File: config.mk
export PLATFORM = sky130hd
export DESIGN_NAME = neuron_scheduler
export DESIGN_NICKNAME = d
export VERILOG_FILES = /design/src/rtl/neuron_pkg.sv /design/src/rtl/lif_update.sv /design/src/rtl/neuron_scheduler.sv
export SDC_FILE = /design/constraint.sdc
export NUM_CORES = 1
export LEC_CHECK = 0
export ABC_AREA = 1
export CAP_MARGIN = 0
export CORE_MARGIN = 2
export CORE_UTILIZATION = 60
export CTS_CLUSTER_SIZE = 24
export DETAILED_ROUTE_END_ITERATION = 8
export PLACE_DENSITY = 0.95
export RECOVER_POWER = 25
export SYNTH_ARGS = -nofsm -noshare
export SYNTH_HDL_FRONTEND = slang
export SYNTH_SLANG_ARGS = --single-unit
File: constraint.sdc
create_clock -name clk -period 10 [get_ports clk]
set_clock_uncertainty 0.1 [all_clocks]
set_input_delay 1 -clock clk [delete_from_list [all_inputs] [get_ports clk]]
set_output_delay 1 -clock clk [all_outputs]
set_load 0.03 [all_outputs]
File: src/rtl/neuron_pkg.sv
// Shared FSM encoding and constants for the time-multiplexed LIF neuron scheduler.
package neuron_pkg;

   localparam int unsigned DEFAULT_THRESHOLD = 230;
   localparam int unsigned STEP_CNT_W        = 16;
   localparam int unsigned REFRACT_W         = 4;

   typedef enum logic [1:0] {
      IDLE  = 2'd0,
      FETCH = 2'd1,
      EMIT  = 2'd2,
      DONE  = 2'd3
   } sched_state_e;

endpackage

File: src/rtl/lif_update.sv
// Combinational leaky-integrate-and-fire update shared by every virtual neuron:
// spike compare on the old state, 7/8 leak, saturating add of the input current.
module lif_update #(
   parameter int unsigned WIDTH     = 8,
   parameter int unsigned THRESHOLD = 230
) (
   input  logic [WIDTH-1:0] state,
   input  logic [WIDTH-1:0] cur,
   output logic             spike,
   output logic [WIDTH-1:0] next_state
);

   localparam logic [WIDTH-1:0] THRESH  = WIDTH'(THRESHOLD);
   localparam logic [WIDTH+1:0] SAT_MAX = (WIDTH+2)'({WIDTH{1'b1}});

   logic [WIDTH+1:0] sum;

   // NOTE: every output gets a default assignment first so no path through
   // this block can leave a value unassigned and infer a latch.
   always_comb begin
      sum        = (WIDTH+2)'(cur)
                 + (WIDTH+2)'(state >> 1)
                 + (WIDTH+2)'(state >> 2)
                 + (WIDTH+2)'(state >> 3);
      spike      = (state >= THRESH);
      next_state = sum[WIDTH-1:0];
      if (spike) begin
         next_state = '0;
      end else if (sum > SAT_MAX) begin
         next_state = '1;
      end
   end

endmodule

File: src/rtl/neuron_scheduler.sv
// Time-multiplexed LIF neuron scheduler: one shared update datapath walks all
// neurons per timestep. Optional refractory counters: define SCHED_REFRACTORY_EN.
module neuron_scheduler
   import neuron_pkg::*;
#(
   parameter int unsigned N_NEURONS = 4,
   parameter int unsigned WIDTH     = 8,
`ifdef SCHED_REFRACTORY_EN
   parameter logic [REFRACT_W-1:0] REFRACT_STEPS = 4'd2,
`endif
   parameter int unsigned THRESHOLD = DEFAULT_THRESHOLD
) (
   input  logic                         clk,
   input  logic                         rst,
   input  logic                         start,
   input  logic                         cur_valid,
   output logic                         cur_ready,
   input  logic [WIDTH-1:0]             cur_data,
   output logic                         spk_valid,
   input  logic                         spk_ready,
   output logic [$clog2(N_NEURONS)-1:0] spk_id,
   output logic                         busy,
   output logic                         done,
   output logic [STEP_CNT_W-1:0]        step_count,
   input  logic [$clog2(N_NEURONS)-1:0] dbg_sel,
   output logic [WIDTH-1:0]             dbg_state
);

   localparam int unsigned      IDX_W    = $clog2(N_NEURONS);
   localparam logic [IDX_W-1:0] LAST_IDX = IDX_W'(N_NEURONS - 1);
   localparam logic [IDX_W:0]   N_COUNT  = (IDX_W+1)'(N_NEURONS);

   sched_state_e     st;
   logic [IDX_W-1:0] idx;
   logic [WIDTH-1:0] state_mem [N_NEURONS];

   logic             fire;
   logic             last;
   logic             lif_spike;
   logic [WIDTH-1:0] lif_next;
   logic             in_refract;
   logic             spike_eff;
   logic [WIDTH-1:0] commit_state;

   assign fire = (st == FETCH) && cur_valid && cur_ready;
   assign last = (idx == LAST_IDX);

   lif_update #(
      .WIDTH     (WIDTH),
      .THRESHOLD (THRESHOLD)
   ) u_lif (
      .state      (state_mem[idx]),
      .cur        (cur_data),
      .spike      (lif_spike),
      .next_state (lif_next)
   );

`ifdef SCHED_REFRACTORY_EN
   logic [REFRACT_W-1:0] refr_cnt [N_NEURONS];

   assign in_refract = (refr_cnt[idx] != '0);

   // A refractory neuron still consumes its current but neither integrates nor fires.
   always_ff @(posedge clk) begin
      if (rst) begin
         for (int i = 0; i < N_NEURONS; i++) begin
            refr_cnt[i] <= '0;
         end
      end else if (fire) begin
         if (in_refract) begin
            refr_cnt[idx] <= refr_cnt[idx] - 1'b1;
         end else if (lif_spike) begin
            refr_cnt[idx] <= REFRACT_STEPS;
         end
      end
   end
`else
   assign in_refract = 1'b0;
`endif

   assign spike_eff    = lif_spike && !in_refract;
   assign commit_state = in_refract ? '0 : lif_next;

   // NOTE: sequential state uses non-blocking assignments only, so every
   // register samples the pre-edge values regardless of statement order.
   always_ff @(posedge clk) begin
      if (rst) begin
         st         <= IDLE;
         idx        <= '0;
         busy       <= 1'b0;
         done       <= 1'b0;
         cur_ready  <= 1'b0;
         spk_valid  <= 1'b0;
         spk_id     <= '0;
         step_count <= '0;
         // NOTE: the membrane array is reset explicitly; a fresh run must start
         // every neuron from rest, not from whatever the flops powered up with.
         for (int i = 0; i < N_NEURONS; i++) begin
            state_mem[i] <= '0;
         end
      end else begin
         done <= 1'b0;
         unique case (st)
            IDLE: begin
               if (start) begin
                  st        <= FETCH;
                  idx       <= '0;
                  busy      <= 1'b1;
                  cur_ready <= 1'b1;
               end
            end

            FETCH: begin
               if (fire) begin
                  state_mem[idx] <= commit_state;
                  if (spike_eff) begin
                     st        <= EMIT;
                     spk_valid <= 1'b1;
                     spk_id    <= idx;
                     cur_ready <= 1'b0;
                  end else if (!last) begin
                     idx <= idx + 1'b1;
                  end else begin
                     st        <= DONE;
                     cur_ready <= 1'b0;
                     done      <= 1'b1;
                  end
               end
            end

            EMIT: begin
               if (spk_ready) begin
                  spk_valid <= 1'b0;
                  if (!last) begin
                     st        <= FETCH;
                     idx       <= idx + 1'b1;
                     cur_ready <= 1'b1;
                  end else begin
                     st   <= DONE;
                     done <= 1'b1;
                  end
               end
            end

            DONE: begin
               st         <= IDLE;
               busy       <= 1'b0;
               step_count <= step_count + 1'b1;
            end

            default: begin
               st <= IDLE;
            end
         endcase
      end
   end

   // Non-power-of-two neuron counts leave unused dbg_sel codes; those read as zero.
   always_comb begin
      dbg_state = '0;
      if ({1'b0, dbg_sel} < N_COUNT) begin
         dbg_state = state_mem[dbg_sel];
      end
   end

endmodule

-- Word-level counts from Yosys, hierarchy flattened
Memories as Yosys holds them, arrays and structs flattened. A register that Yosys moved wholly into a read port is not among the register bits.
Cells that the tools add are included.
- output and inout port bits: 30
- bits of input ports: 15
- flip-flop bits (word level): 26
- bits in writable memories: 32
- memories kept: 1
- memory list (name ; words ; width ; read ports ; clocked after Yosys merged registers in ; write ports ; line ; RTL):
    state_mem ; 4 ; 8 ; 2 ; 1 ; 4 ; neuron_scheduler.sv:35 ; logic [WIDTH-1:0] state_mem [N_NEURONS];
- eq/ne operators: 11
- reductions and logical operators: 13
- magnitude comparators: 2
- multiplexer cells: 43
- add/sub/neg operators: 5
- operators by type and width (cell ; number):
    2-bit two-way mux ; 14
    8-bit two-way mux ; 3
    1-bit two-way mux ; 20
    16-bit by 1-bit adder with 16-bit output, second input constant ; 1
    2-bit inequality test, second input constant ; 6
    10-bit by 5-bit adder with 10-bit output ; 1
    10-bit by 6-bit adder with 10-bit output ; 1
    10-bit by 8-bit greater-than comparator with 1-bit output, second input constant ; 1
    8-bit by 7-bit adder with 9-bit output ; 1
    8-bit >= comparator, second input constant ; 1
    2-bit case mux with 4 select lines ; 1
    4-bit AND reduction ; 2
    8-bit OR reduction ; 1
    2-bit equality test, second input constant ; 3
    1-bit case mux with 2 select lines ; 3
    2-bit case mux with 3 select lines ; 1
    6-bit AND reduction ; 1
    5-bit AND reduction ; 1
    2-bit nonzero test ; 2
    3-bit inequality test, second input constant ; 1
    1-bit case mux with 3 select lines ; 1
    3-bit AND reduction ; 1
    3-bit nonzero test ; 1
    2-bit by 1-bit adder with 2-bit output, second input constant ; 1
    4 further kinds ; 5

-- Logic depth before layout (Yosys ltp)
- depth in word-level cells: 9
- mapped depth: 22

-- Hierarchy
Synthesis repeated with hierarchy kept, for this count alone.
- cell total of the unflattened synthesis: 491
- area, all modules: 3882.5 µm²
- modules (own cells, without submodules) (module ; cells an instance ; area an instance (µm²) ; times used):
    neuron_scheduler ; 373 ; 3055.4 ; 1
    lif_update ; 118 ; 827.0 ; 1

-- Least setup slack after synthesis
Ideal clock, no wire load.
- path type: in2reg
- from: input port cur_data[0]
- to: memory state_mem[1][0] (data pin)
- cell stages on the path: 17
- buffers on the path: 0
- setup time: 264 ps
- arrival time: 3702 ps
- data required time: 9636 ps
- setup slack: 5934 ps
- cell sequence: ha_1 -> inv_1 -> fa_1 -> o21ai_0 -> xnor2_1 -> fa_1 -> inv_1 -> ha_1 -> nand2_1 -> inv_1 -> nand4_1 -> nand3_1 -> a21o_1 -> nand3_1 -> nand3_1 -> nand2_1 -> nor2_1
- RTL lines (what ; line ; RTL):
    from (decl) ; neuron_scheduler.sv:18 ; input logic [WIDTH-1:0] cur_data,
    to (decl) ; neuron_scheduler.sv:35 ;

==> key figures <==
Clocking
  • Post-CTS Hold Buffers: 0
  • Root Driver: clkbuf_8
  • Max Root-Sink Buffers: 2
  • Clk Latency, worst-skew pair: 0.34 ns
  • Post-CTS setup buffers: 0
  • Resized Gates After CTS: 0
  • Clock transition at path regs: around 0.060 ns
  • CTS H-tree depth: 3
  • Inserted Clock Buffers: 9
  • CTS tree: done
  • Clk sinks: 60

Route
  • DRC: 0
  • Antenna Nets Post-Route: 0
  • Avg WL per Cell: 14.7 µm
  • DRT Pass-1 Iters: 6
  • DRT Wirelength: slightly above 9 mm
  • Via-to-Cell Ratio: ~5.7
  • Vias: 3,573
  • DRT iter0 DRCs: 452

Yosys
  • Top cells by count, synth: nand2_1, inv_1, nor2_1, nand3_1, edfxtp_1
  • EDFF count, synth: 32
  • Main synth FF type: edfxtp_1
  • Syn_area_per_cell: 7.50 µm²
  • Synthesis Warnings: 0
  • #FFs+latches synth: 60
  • Async set-or-reset flop fraction in the synthesized netlist: 0%
  • Area leader, netlist: edfxtp_1
  • Top cell type's share of synthesized area: between 20% and 30%
  • Most common cell in the netlist: nand2_1
  • Synth unique cells: 32
  • Syn_nets: around 550
  • Syn Inst Count: 505
  • Largest cells by area after synthesis: edfxtp_1, dfxtp_1, nand2_1
  • Post-synthesis sequential area ratio: 40.2%
  • Mapped Area: 3790 µm²

Critical path
  • Setup slack, reg-to-reg: 4.86 ns
  • Worst R2R End: state_mem[1][0]$_SDFFCE_PN0P_
  • Req. time, crit path: around 10 ns
  • Worst-path fanout max: 16
  • Worst r2r path cells: 20
  • Worst setup SP type: flip-flop
  • CP Class: reg2reg
  • CP Capture Type: flip-flop
  • WP data arrival: roughly 5 ns

Pwr
  • Total Power: 1.12 mW
  • Worst VDD drop: 0.188 mV
  • Leak pwr: 2.03 nW
  • Power Density: 252 nW/µm²

Outcome
  • Outcome: finished, final reports clean

Global route
  • Initial antenna violation count: 0
  • All-Layer GR Usage: 27.2%
  • First-pass GRT wire length: 15.3 mm
  • Largest net degree at the start of global routing: 22
  • Grt ovf: 0
  • Number of global-route vias before repair: 3,333

Timing
  • Final number of setup-violating endpoints: 0
  • FMAX: 195 MHz
  • Relative slew slack: 59.4%
  • Hold Fails Final Rpt: 0
  • Worst-Margin Slew: between 0.6 and 0.7 ns
  • Final worst path period need: 5.14 ns
  • Setup WS post-layout: around 4.9 ns
  • Fin Setup TNS: 0 ns
  • Final period util: 51.4%
  • Slew Limit Fails: 0
  • Unrepaired setup endpoints after global routing: false

Placed design
  • Routability Congestion: about 0.89
  • Post-Place Worst Slack: 4.96 ns
  • Cell Area, Placed: 4280 µm²
  • DPL Wire Length: 6.59 mm
  • Port Buf Inserts: 44
  • Placed Cells: about 620

Hold path
  • Origin of the worst min-delay path: spk_id[1]$_SDFFE_PP0P_
  • Hold path depth: 2
  • Hold EP: spk_id[1]$_SDFFE_PP0P_
  • Hold Path Class: reg2reg

Run
  • Max_cap viols: 0

Die
  • Cell row count: 28
  • Core area: 6030 µm²
  • Die width: ~83 µm
  • # IOs: 45
  • Die area: 6970 µm²
  • Die Y: 83.5 µm
  • Initial Util: between 60% and 70%

Cells and area
  • Layout cells sized above 1: 3.24%
  • Final Cell Area: between 4000 and 5000 µm²
  • Area added between synthesis and finish: 17.4%
  • Nets@finish: 592
  • Final non-filler cell total: 631
  • Number of diodes: 0
-- power breakdown --
part	switching, mW	internal (mW)
Clock	0.0943	0.113
Sequential	0.0192	0.276
Combinational	0.384	0.233
-- per-layer routing --
metal	up-vias	routed length [µm]	GRT usage [%]	part of all wire [%]
met5	-	0	0	0
met4	0	274	11.0	3.0
met3	39	685	5.64	7.4
met2	181	4630	46.8	50
met1	1637	3700	33.3	40
li1	1716	-	-	-
-- placed cells by master, fill, tap and decap left out, types with 3 or more instances in the layout --
cell,instances
clkbuf_8,9
nand4_1,5
a21o_1,3
xor2_1,10
nor2_1,72
ha_1,19
edfxtp_1,32
fa_1,7
clkdlybuf4s50_1,33
nand3_1,36
nand2_1,116
a31oi_1,6
a21oi_1,30
nor3_1,3
clkinv_1,5
dlygate4sd3_1,11
o22ai_1,7
xnor2_1,4
dfxtp_1,28
o21ai_0,27
inv_1,80
-- how the worst max path moves through the flow --
stage	start	end	slack [ns]	cells past startpoint
after floorplan	cur_data[0]	state_mem[1][0]$_SDFFCE_PN0P_	5.93	17
after global placement	cur_data[0]	state_mem[0][0]$_SDFFCE_PN0P_	5.21	18
after detailed placement	cur_data[0]	state_mem[1][0]$_SDFFCE_PN0P_	4.96	17
after CTS	flip-flop	state_mem[1][0]$_SDFFCE_PN0P_	5.09	20
after global routing	flip-flop	state_mem[1][0]$_SDFFCE_PN0P_	4.55	21
final	flip-flop	state_mem[1][0]$_SDFFCE_PN0P_	4.86	20
-- worst max-delay path, cell delays in order (launching register included) --
cell     delay [ns]
dfxtp_1        0.68
inv_1          0.37
nand2_1        0.15
nand3_1        0.08
nand2_1        0.14
ha_1           0.20
inv_1          0.06
fa_1           0.40
o21ai_0        0.40
xnor2_1        0.14
fa_1           0.50
inv_1          0.05
ha_1           0.34
a21oi_1        0.21
o21ai_0        0.17
nor2_1         0.21
nand3_1        0.10
nand2_1        0.21
nand3_1        0.16
nand2_1        0.16
nor2_1         0.06
-- layout make-up --
class / instances / area, µm²
Sequential cell: 60 / 1520
Multi-Input combinational cell: 353 / 1900
Inverter: 83 / 313
Clock inverter: 6 / 55.1
Tap cell: 75 / 93.8
Fill cell: 451 / 1580
Clock buffer: 10 / 128
Timing Repair Buffer: 44 / 440
-- metrics by stage --
stage / hold slack [ns] / util (%)
2_1_floorplan: 0.387 / -
3_3_place_gp: 0.351 / 71.0
3_5_place_dp: 0.355 / 71.0
4_1_cts: 0.374 / 74.0
5_1_grt: 0.387 / 73.8
6_report: 0.366 / 73.8
-- kinds of logic after synthesis --
logic type / after synthesis / synth area share (%)
AO/OA/AOI/OAI: 73 / 10.3
AND/OR/NAND/NOR: 240 / 26.8
adder cells (fa/ha/maj): 26 / 9.97
XOR/XNOR: 14 / 3.24
flip-flops: 60 / 40.2
buffers and inverters: 92 / 9.51
-- state kept, by name, summed over array words and instances (netlist names), named ones only --
signal and cells:
st 2, spk_valid 1, cur_ready 1, state_mem 32
step_count 16, done 1, spk_id 2, idx 2
busy 1
Power figures use the tool's default switching activity.
